[src/rtl/apb_slave_regs.sv]
// rtl/apb_slave_regs.sv - APB slave register bank with transfer counters; optional protocol checker under APB_SLV_PROT_CHK_EN
module apb_slave_regs #(
    parameter int DEPTH   = 16,
    parameter int SEL_IDX = 0
) (
    input  logic        hclk,
    input  logic        hreset,
    input  logic [2:0]  pselx,
    input  logic        penable,
    input  logic        pwrite,
    input  logic [31:0] paddr,
    input  logic [31:0] pwdata,
    output logic [31:0] prdata,
    output logic [15:0] wr_count,
    output logic [15:0] rd_count,
    output logic        prot_err
);

    localparam int AW = $clog2(DEPTH);

    typedef enum logic [1:0] {
        IDLE   = 2'd0,
        SETUP  = 2'd1,
        ACCESS = 2'd2
    } state_t;

    state_t          state;
    state_t          state_nxt;
    logic            sel;
    logic [AW-1:0]   idx;
    logic [AW-1:0]   lat_idx;
    logic            lat_wr;
    logic            setup_go;
    logic            xfer_done;
    logic [31:0]     mem [DEPTH];

    assign sel = pselx[SEL_IDX];
    assign idx = paddr[AW+1:2];

    // Address bits outside the index and the other select lines are deliberately ignored.
    logic unused_bits;
    assign unused_bits = ^{paddr[31:AW+2], paddr[1:0], pselx};

    always_ff @(posedge hclk or posedge hreset) begin
        if (hreset) begin
            state <= IDLE;
        end else begin
            state <= state_nxt;
        end
    end

    always_comb begin
        state_nxt = state;
        setup_go  = 1'b0;
        case (state)
            IDLE: begin
                if (sel && !penable) begin
                    state_nxt = SETUP;
                    setup_go  = 1'b1;
                end
            end
            SETUP: begin
                state_nxt = ACCESS;
            end
            ACCESS: begin
                if (sel && !penable) begin
                    state_nxt = SETUP;
                    setup_go  = 1'b1;
                end else if (!sel) begin
                    state_nxt = IDLE;
                end
            end
            default: begin
                state_nxt = IDLE;
            end
        endcase
    end

`ifdef APB_SLV_PROT_CHK_EN
    logic viol;

    always_comb begin
        viol = 1'b0;
        case (state)
            IDLE:    viol = sel && penable;
            SETUP:   viol = !sel || !penable || (pwrite != lat_wr) || (idx != lat_idx);
            ACCESS:  viol = sel && penable;
            default: viol = 1'b0;
        endcase
    end

    // A malformed access phase is flagged and discarded rather than committed.
    assign xfer_done = (state == SETUP) && !viol;

    always_ff @(posedge hclk or posedge hreset) begin
        if (hreset) begin
            prot_err <= 1'b0;
        end else if (viol) begin
            prot_err <= 1'b1;
        end
    end
`else
    assign xfer_done = (state == SETUP) && sel && penable;
    assign prot_err  = 1'b0;
`endif

    always_ff @(posedge hclk or posedge hreset) begin
        if (hreset) begin
            lat_idx <= '0;
            lat_wr  <= 1'b0;
            prdata  <= '0;
        end else if (setup_go) begin
            lat_idx <= idx;
            lat_wr  <= pwrite;
            if (!pwrite) begin
                prdata <= mem[idx];
            end
        end
    end

    always_ff @(posedge hclk or posedge hreset) begin
        if (hreset) begin
            for (int i = 0; i < DEPTH; i++) begin
                mem[i] <= '0;
            end
        end else if (xfer_done && lat_wr) begin
            mem[lat_idx] <= pwdata;
        end
    end

    always_ff @(posedge hclk or posedge hreset) begin
        if (hreset) begin
            wr_count <= '0;
            rd_count <= '0;
        end else if (xfer_done) begin
            if (lat_wr) begin
                if (wr_count != 16'hFFFF) begin
                    wr_count <= wr_count + 16'd1;
                end
            end else begin
                if (rd_count != 16'hFFFF) begin
                    rd_count <= rd_count + 16'd1;
                end
            end
        end
    end

endmodule
[config.mk]
export PLATFORM = sky130hd
export DESIGN_NAME = apb_slave_regs
export DESIGN_NICKNAME = d
export VERILOG_FILES = /design/src/rtl/apb_slave_regs.sv
export SDC_FILE = /design/constraint.sdc
export NUM_CORES = 1
export LEC_CHECK = 0
export BUFFER_PORTS_ARGS = -buffer_cell sky130_fd_sc_hd__buf_2
export CAP_MARGIN = 20
export CELL_PAD_IN_SITES_DETAIL_PLACEMENT = 0
export CELL_PAD_IN_SITES_GLOBAL_PLACEMENT = 2
export CORE_MARGIN = 2
export CORE_UTILIZATION = 41
export DETAILED_ROUTE_END_ITERATION = 10
export GPL_ROUTABILITY_DRIVEN = 0
export PLACE_DENSITY = 0.78
export SLEW_MARGIN = 25
export SYNTH_ARGS = -nofsm -noshare
export SYNTH_HDL_FRONTEND = slang
export SYNTH_SLANG_ARGS = --single-unit
[constraint.sdc]
create_clock -name hclk -period 16.8 [get_ports hclk]
set_clock_uncertainty 0.1 [all_clocks]
set_input_delay 0.84 -clock hclk [delete_from_list [all_inputs] [get_ports hclk]]
set_output_delay 0.84 -clock hclk [all_outputs]
set_load 0.01 [all_outputs]
Yosys cells after proc, flatten, opt, wreduce, memory -nomap -nowiden
Cells that the tools add are included.
{"block": "op_classes", "n_addsub": 2, "magnitude_cmp": 3, "n_eq_ne": 6, "muxes": 12, "bitwise": 4, "reduce_logical": 12}
{"op": "512-bit bitwise mux", "count": 1}
{"op": "32-bit binary-select mux with 4-bit select", "count": 1}
{"op": "32-bit demux with 4-bit select", "count": 1}
{"op": "32-bit 2-to-1 mux", "count": 3}
{"op": "16-bit by 1-bit adder with 16-bit output (second input constant)", "count": 2}
{"op": "16-bit inequality test (second input constant)", "count": 2}
{"op": "5-bit >= comparator (second input constant)", "count": 2}
{"op": "4-bit inverter with 5-bit output", "count": 2}
{"op": "2-bit 2-to-1 mux", "count": 3}
{"op": "2-bit case mux with 3 select lines", "count": 1}
{"op": "3-bit AND reduction", "count": 2}
{"op": "1-bit logical AND", "count": 5}
{"op": "5-bit by 1-bit less-than comparator with 1-bit output (second input constant)", "count": 1}
{"op": "2-bit AND reduction", "count": 2}
{"op": "3-bit inequality test (second input constant)", "count": 1}
{"op": "2-bit by 1-bit equality test with 1-bit output (second input constant)", "count": 1}
{"op": "2-bit equality test (second input constant)", "count": 1}
{"op": "2-bit zero test", "count": 1}
{"op": "1-bit 2-to-1 mux", "count": 2}
{"op": "2-bit inequality test (second input constant)", "count": 1}
{"op": "1-bit inverter", "count": 2}
{"op": "2-bit OR reduction", "count": 1}
{"op": "1-bit zero test", "count": 1}
{"block": "totals", "regBits": 583, "input_bits": 71, "output_inout_bits": 65, "elab_cells": 61}

Logic depth before layout (Yosys ltp)
{"block": "depth", "ltp_word": 6, "ltp_mapped": 6, "mapped_depth_nobuf": 5}

Worst setup path before layout
Ideal clock, no wire load.
{"block": "synth_path", "path_type": "input to register", "start": "input port paddr[3]", "end": "register prdata[10]", "t_arrival_ps": 2336, "required_time_ps": 16567, "slack_ps": 14231, "path_stages": 5, "path_buffers": 2, "path_cell_list": "buf_2 -> buf_1 -> mux4_2 -> a22oi_1 -> o211ai_1"}
{"block": "synth_between", "elab_chain_len": 4}
{"item": "from (decl)", "line_no": "11", "source": "input logic [31:0] paddr,"}
{"item": "4-bit inverter with 5-bit output (not written as such)", "line_no": "116", "source": "prdata <= mem[idx];"}
{"item": "32-bit binary-select mux with 4-bit select", "line_no": "116"}
{"item": "32-bit 2-to-1 mux (not written as such) (2 in series)", "line_no": "116"}
{"item": "to (signal assigned)", "line_no": "116"}
{"item": "to (decl)", "line_no": "13", "source": "output logic [31:0] prdata,"}
Every way passes these cells. The select of a mux whose other input is x is not followed.
A chain may end at the register's enable or synchronous reset.

Worst setup path in the final report
{"block": "layout_path", "start": "register state[0]", "end": "register mem[125] (netlist name)"}
{"block": "layout_between", "elab_chain_len": 4}
{"item": "from (decl)", "line_no": "27", "source": "state_t state;"}
{"item": "from (signal assigned)", "line_no": "48", "source": "state <= state_nxt;"}
{"item": "2-bit by 1-bit equality test with 1-bit output", "line_no": "103", "source": "assign xfer_done = (state == SETUP) && sel && penable;"}
{"item": "1-bit logical AND (2 in series)", "line_no": "103"}
{"item": "1-bit logical AND", "line_no": "126", "source": "end else if (xfer_done && lat_wr) begin"}
{"item": "to (signal, indexed assignment)", "line_no": "127", "source": "mem[lat_idx] <= pwdata;"}
{"item": "to (decl)", "line_no": "35", "source": "logic [31:0] mem [DEPTH];"}
Every way passes these cells.

==> results.tsv <==
stage	metric	value	unit
drt	postRouteAntennaNets	0	
timing	grt_setup_unrepaired	no	
clock_tree	hold_buffers	0	
worst_setup_path	cp-start-kind	flip-flop	
floorplan	dieArea	0.06566	mm^2
place	placed_area	0.02726	mm^2
floorplan	core_area	0.06297	mm^2
floorplan	rows	92	
yosys	synth_fp_nets	1718	
yosys	synth-async-reset-ratio	100.0	%
run_status	status	finished, final reports clean	
place	post-dp-hpwl	32360	um
clock_tree	cts_tree	done	
drt	dr.pass1.iters	5	
timing	finalCritPeriodShare	19.28	%
global_routing	grt_max_degree	202	
global_routing	top_usage_layer	met2	
floorplan	start_util	41.43	%
worst_setup_path	rrSetupSlack	13.56	ns
global_routing	grt_use_met2	28.61	%
drt	routedWlPerCell	22.76	um
hold_path	min_path_type	primary input to asynchronous set/reset pin	
worst_setup_path	cp.arrival	3.59	ns
cells_and_area	drive_above_1_share	50.63	%
timing	fin_crit	3.240	ns
cells_and_area	layout.nets	1786	
worst_setup_path	cp_max_fo	21	
cells_and_area	mostFrequentLayoutCell	dfrtp_1	
global_routing	grt_first_pass_wirelength	94110	um
timing	fin_setup_tns	0	ns
drt	wl	59280	um
pwr	p_per_area	108.8	mW/mm^2
worst_setup_path	critical_path_class	flip-flop to flip-flop	
worst_setup_path	r2r_start	state[0]	
floorplan	die_w	256.2	um
timing	final-max-slew-violation-count	0	
yosys	ys_seq_area_share	55.92	%
yosys	synth_seq_cells	583	
floorplan	io_pins	136	
yosys	syn_inst	1645	
cells_and_area	synthToLayoutAreaGrowth	12.75	%
clock_tree	clock_latency	0.59	ns
drt	vias_per_cell	5.533	
worst_setup_path	endpoint_kind	flip-flop	
global_routing	grt_pass1_vias	15330	
pwr	total_leakage_power	14.13	nW
yosys	ys_warn_count	0	
global_routing	grt.overflow.total	0	
global_routing	antenna_found_initial	3	
yosys	avgSynthCellArea	15.86	um^2
yosys	synth_cell_type_count	52	
drt	drtIter0Drc	994	
worst_setup_path	required	17.15	ns
clock_tree	post_cts_resized	0	
clock_tree	h-tree-depth	3	
cells_and_area	final_cell_mix	dfrtp_1, mux2_2, mux4_2	
drt	drcViolationCount	0	
run	cap_violations	0	
clock_tree	numCtsBuffers	66	
worst_setup_path	timing.critical_path.from	state[0]	
floorplan	die_h	256.2	um
timing	hold_viol	0	
pwr	ir_drop	0.00006871	V
timing	max_slew.worst_pin.slew	1.009	ns
clock_tree	cts_post_setup_buffers_inserted	0	
yosys	synth_edf_count	0	
place	port_buffers	104	
clock_tree	cts_root_buf	clkbuf_16	
global_routing	use_met3	3.391	%
clock_tree	clk_path_buf_depth	3	
cells_and_area	fin_util	46.72	%
global_routing	grt_use_total	18.57	%
clock_tree	cts.sinks	583	
timing	max_freq	308.7	MHz
yosys	synth_area	0.02609	mm^2
yosys	synth_ff_type	dfrtp_1	
clock_tree	clk_pin_slew	0.06	ns
drt	vias	14410	
global_routing	gr-usage-met1	27.17	%
timing	setup_viol	0	
timing	slew_headroom	32.75	%
cells_and_area	design_area	0.02941	mm^2
-- sequential cells by signal, summed over array words and instances, names as in the netlist --
name      flops
prdata       32
rd_count     16
lat_idx       4
wr_count     16
mem         512
lat_wr        1
state         2
-- where the power goes --
part	internal, mW	switching (mW)
registers	1.50	0.0593
logic	0.130	0.119
clock network	0.828	0.566
-- cell families (layout without fill, tap and decap cells) --
family / count (synthesis) / count (layout) / share of synthesized area [%]
flip-flops: 583 / 583 / 55.92
AO/OA/AOI/OAI: 88 / 88 / 2.465
AND/OR/NAND/NOR: 129 / 129 / 3.065
buffers and inverters: 138 / 251 / 2.911
multiplexers: 680 / 680 / 34.72
adder cells (fa/ha/maj): 2 / 2 / 0.09591
other: 1 / 2 / 0.01437
XOR/XNOR: 24 / 24 / 0.8058
-- final cells by class --
type,instances,area (um^2)
Clock buffer,94,1928
Fill cell,5476,33550
Sequential cell,583,14590
Inverter,4,18.77
Clock inverter,19,163.9
Timing Repair Buffer,134,829.5
Antenna cell,1,2.502
Multi-Input combinational cell,924,10820
Tap cell,846,1059
-- layer usage --
metal / vias to the layer above / routed length, um
li1: 6291 / -
met1: 7762 / 28560
met2: 263 / 27110
met3: 92 / 2327
met4: 6 / 1238
met5: - / 48
-- path summary, 6_finish.rpt --
path / endpoint / cells after the start
max: mem[125] / 5
max reg2reg: mem[125] / 5
max in group asynchronous: prdata[9] / 5
min: mem[224] / 3
min in group hclk: mem[104] / 1
min reg2reg: mem[104] / 1
-- metrics by stage --
stage	hold slack (ns)	setup slack [ns]	instances	power (mW)
4_1_cts	0.3836	13.55	2602	3.242
6_report	0.3651	13.56	2605	3.199
3_5_place_dp	0.3708	13.02	2489	1.835
3_3_place_gp	0.3626	13.06	2489	1.818
2_1_floorplan	0.3526	7.915	1645	1.758
5_1_grt	0.3959	13.40	2604	3.335
-- cells in the mapped netlist (2+ instances only) --
cell type  count  area, um^2
a211oi_1       4       30.03
a21boi_0       3       22.52
a21oi_1        6       30.03
a22oi_1       32       240.2
a31oi_1        2       12.51
and3_1         5       31.28
and4_1         2       17.52
buf_1         12       45.04
buf_2         36       180.2
buf_4         28       210.2
buf_6         12       135.1
clkbuf_1      45       168.9
dfrtp_1      583       14590
ha_1           2       25.02
inv_1          4       15.01
mux2_1        22       247.7
mux2_2       497        5597
mux2i_1       33       330.3
mux4_2       128        2883
nand2_1       45       168.9
nand2b_1       5       31.28
nand3_1       13       65.06
nand4_1       11       68.82
nand4b_4       3       71.32
nor2_1        10       37.54
nor2_2         6       37.54
nor3_1         5       25.02
nor3_4         2       32.53
nor3b_2        2       25.02
nor4_1         8       50.05
nor4b_1        2       17.52
o211ai_1      34       255.2
o21ai_0        2       10.01
xnor2_1        9       78.83
xor2_1        15       131.4
-- critical path: stages (launching register included) --
cell	delay, ns
dfrtp_1	0.44
and4b_1	0.58
nand4_4	0.25
nor3_4	0.75
buf_4	0.57
mux2_2	0.39
(Power assumes the default switching activity.)
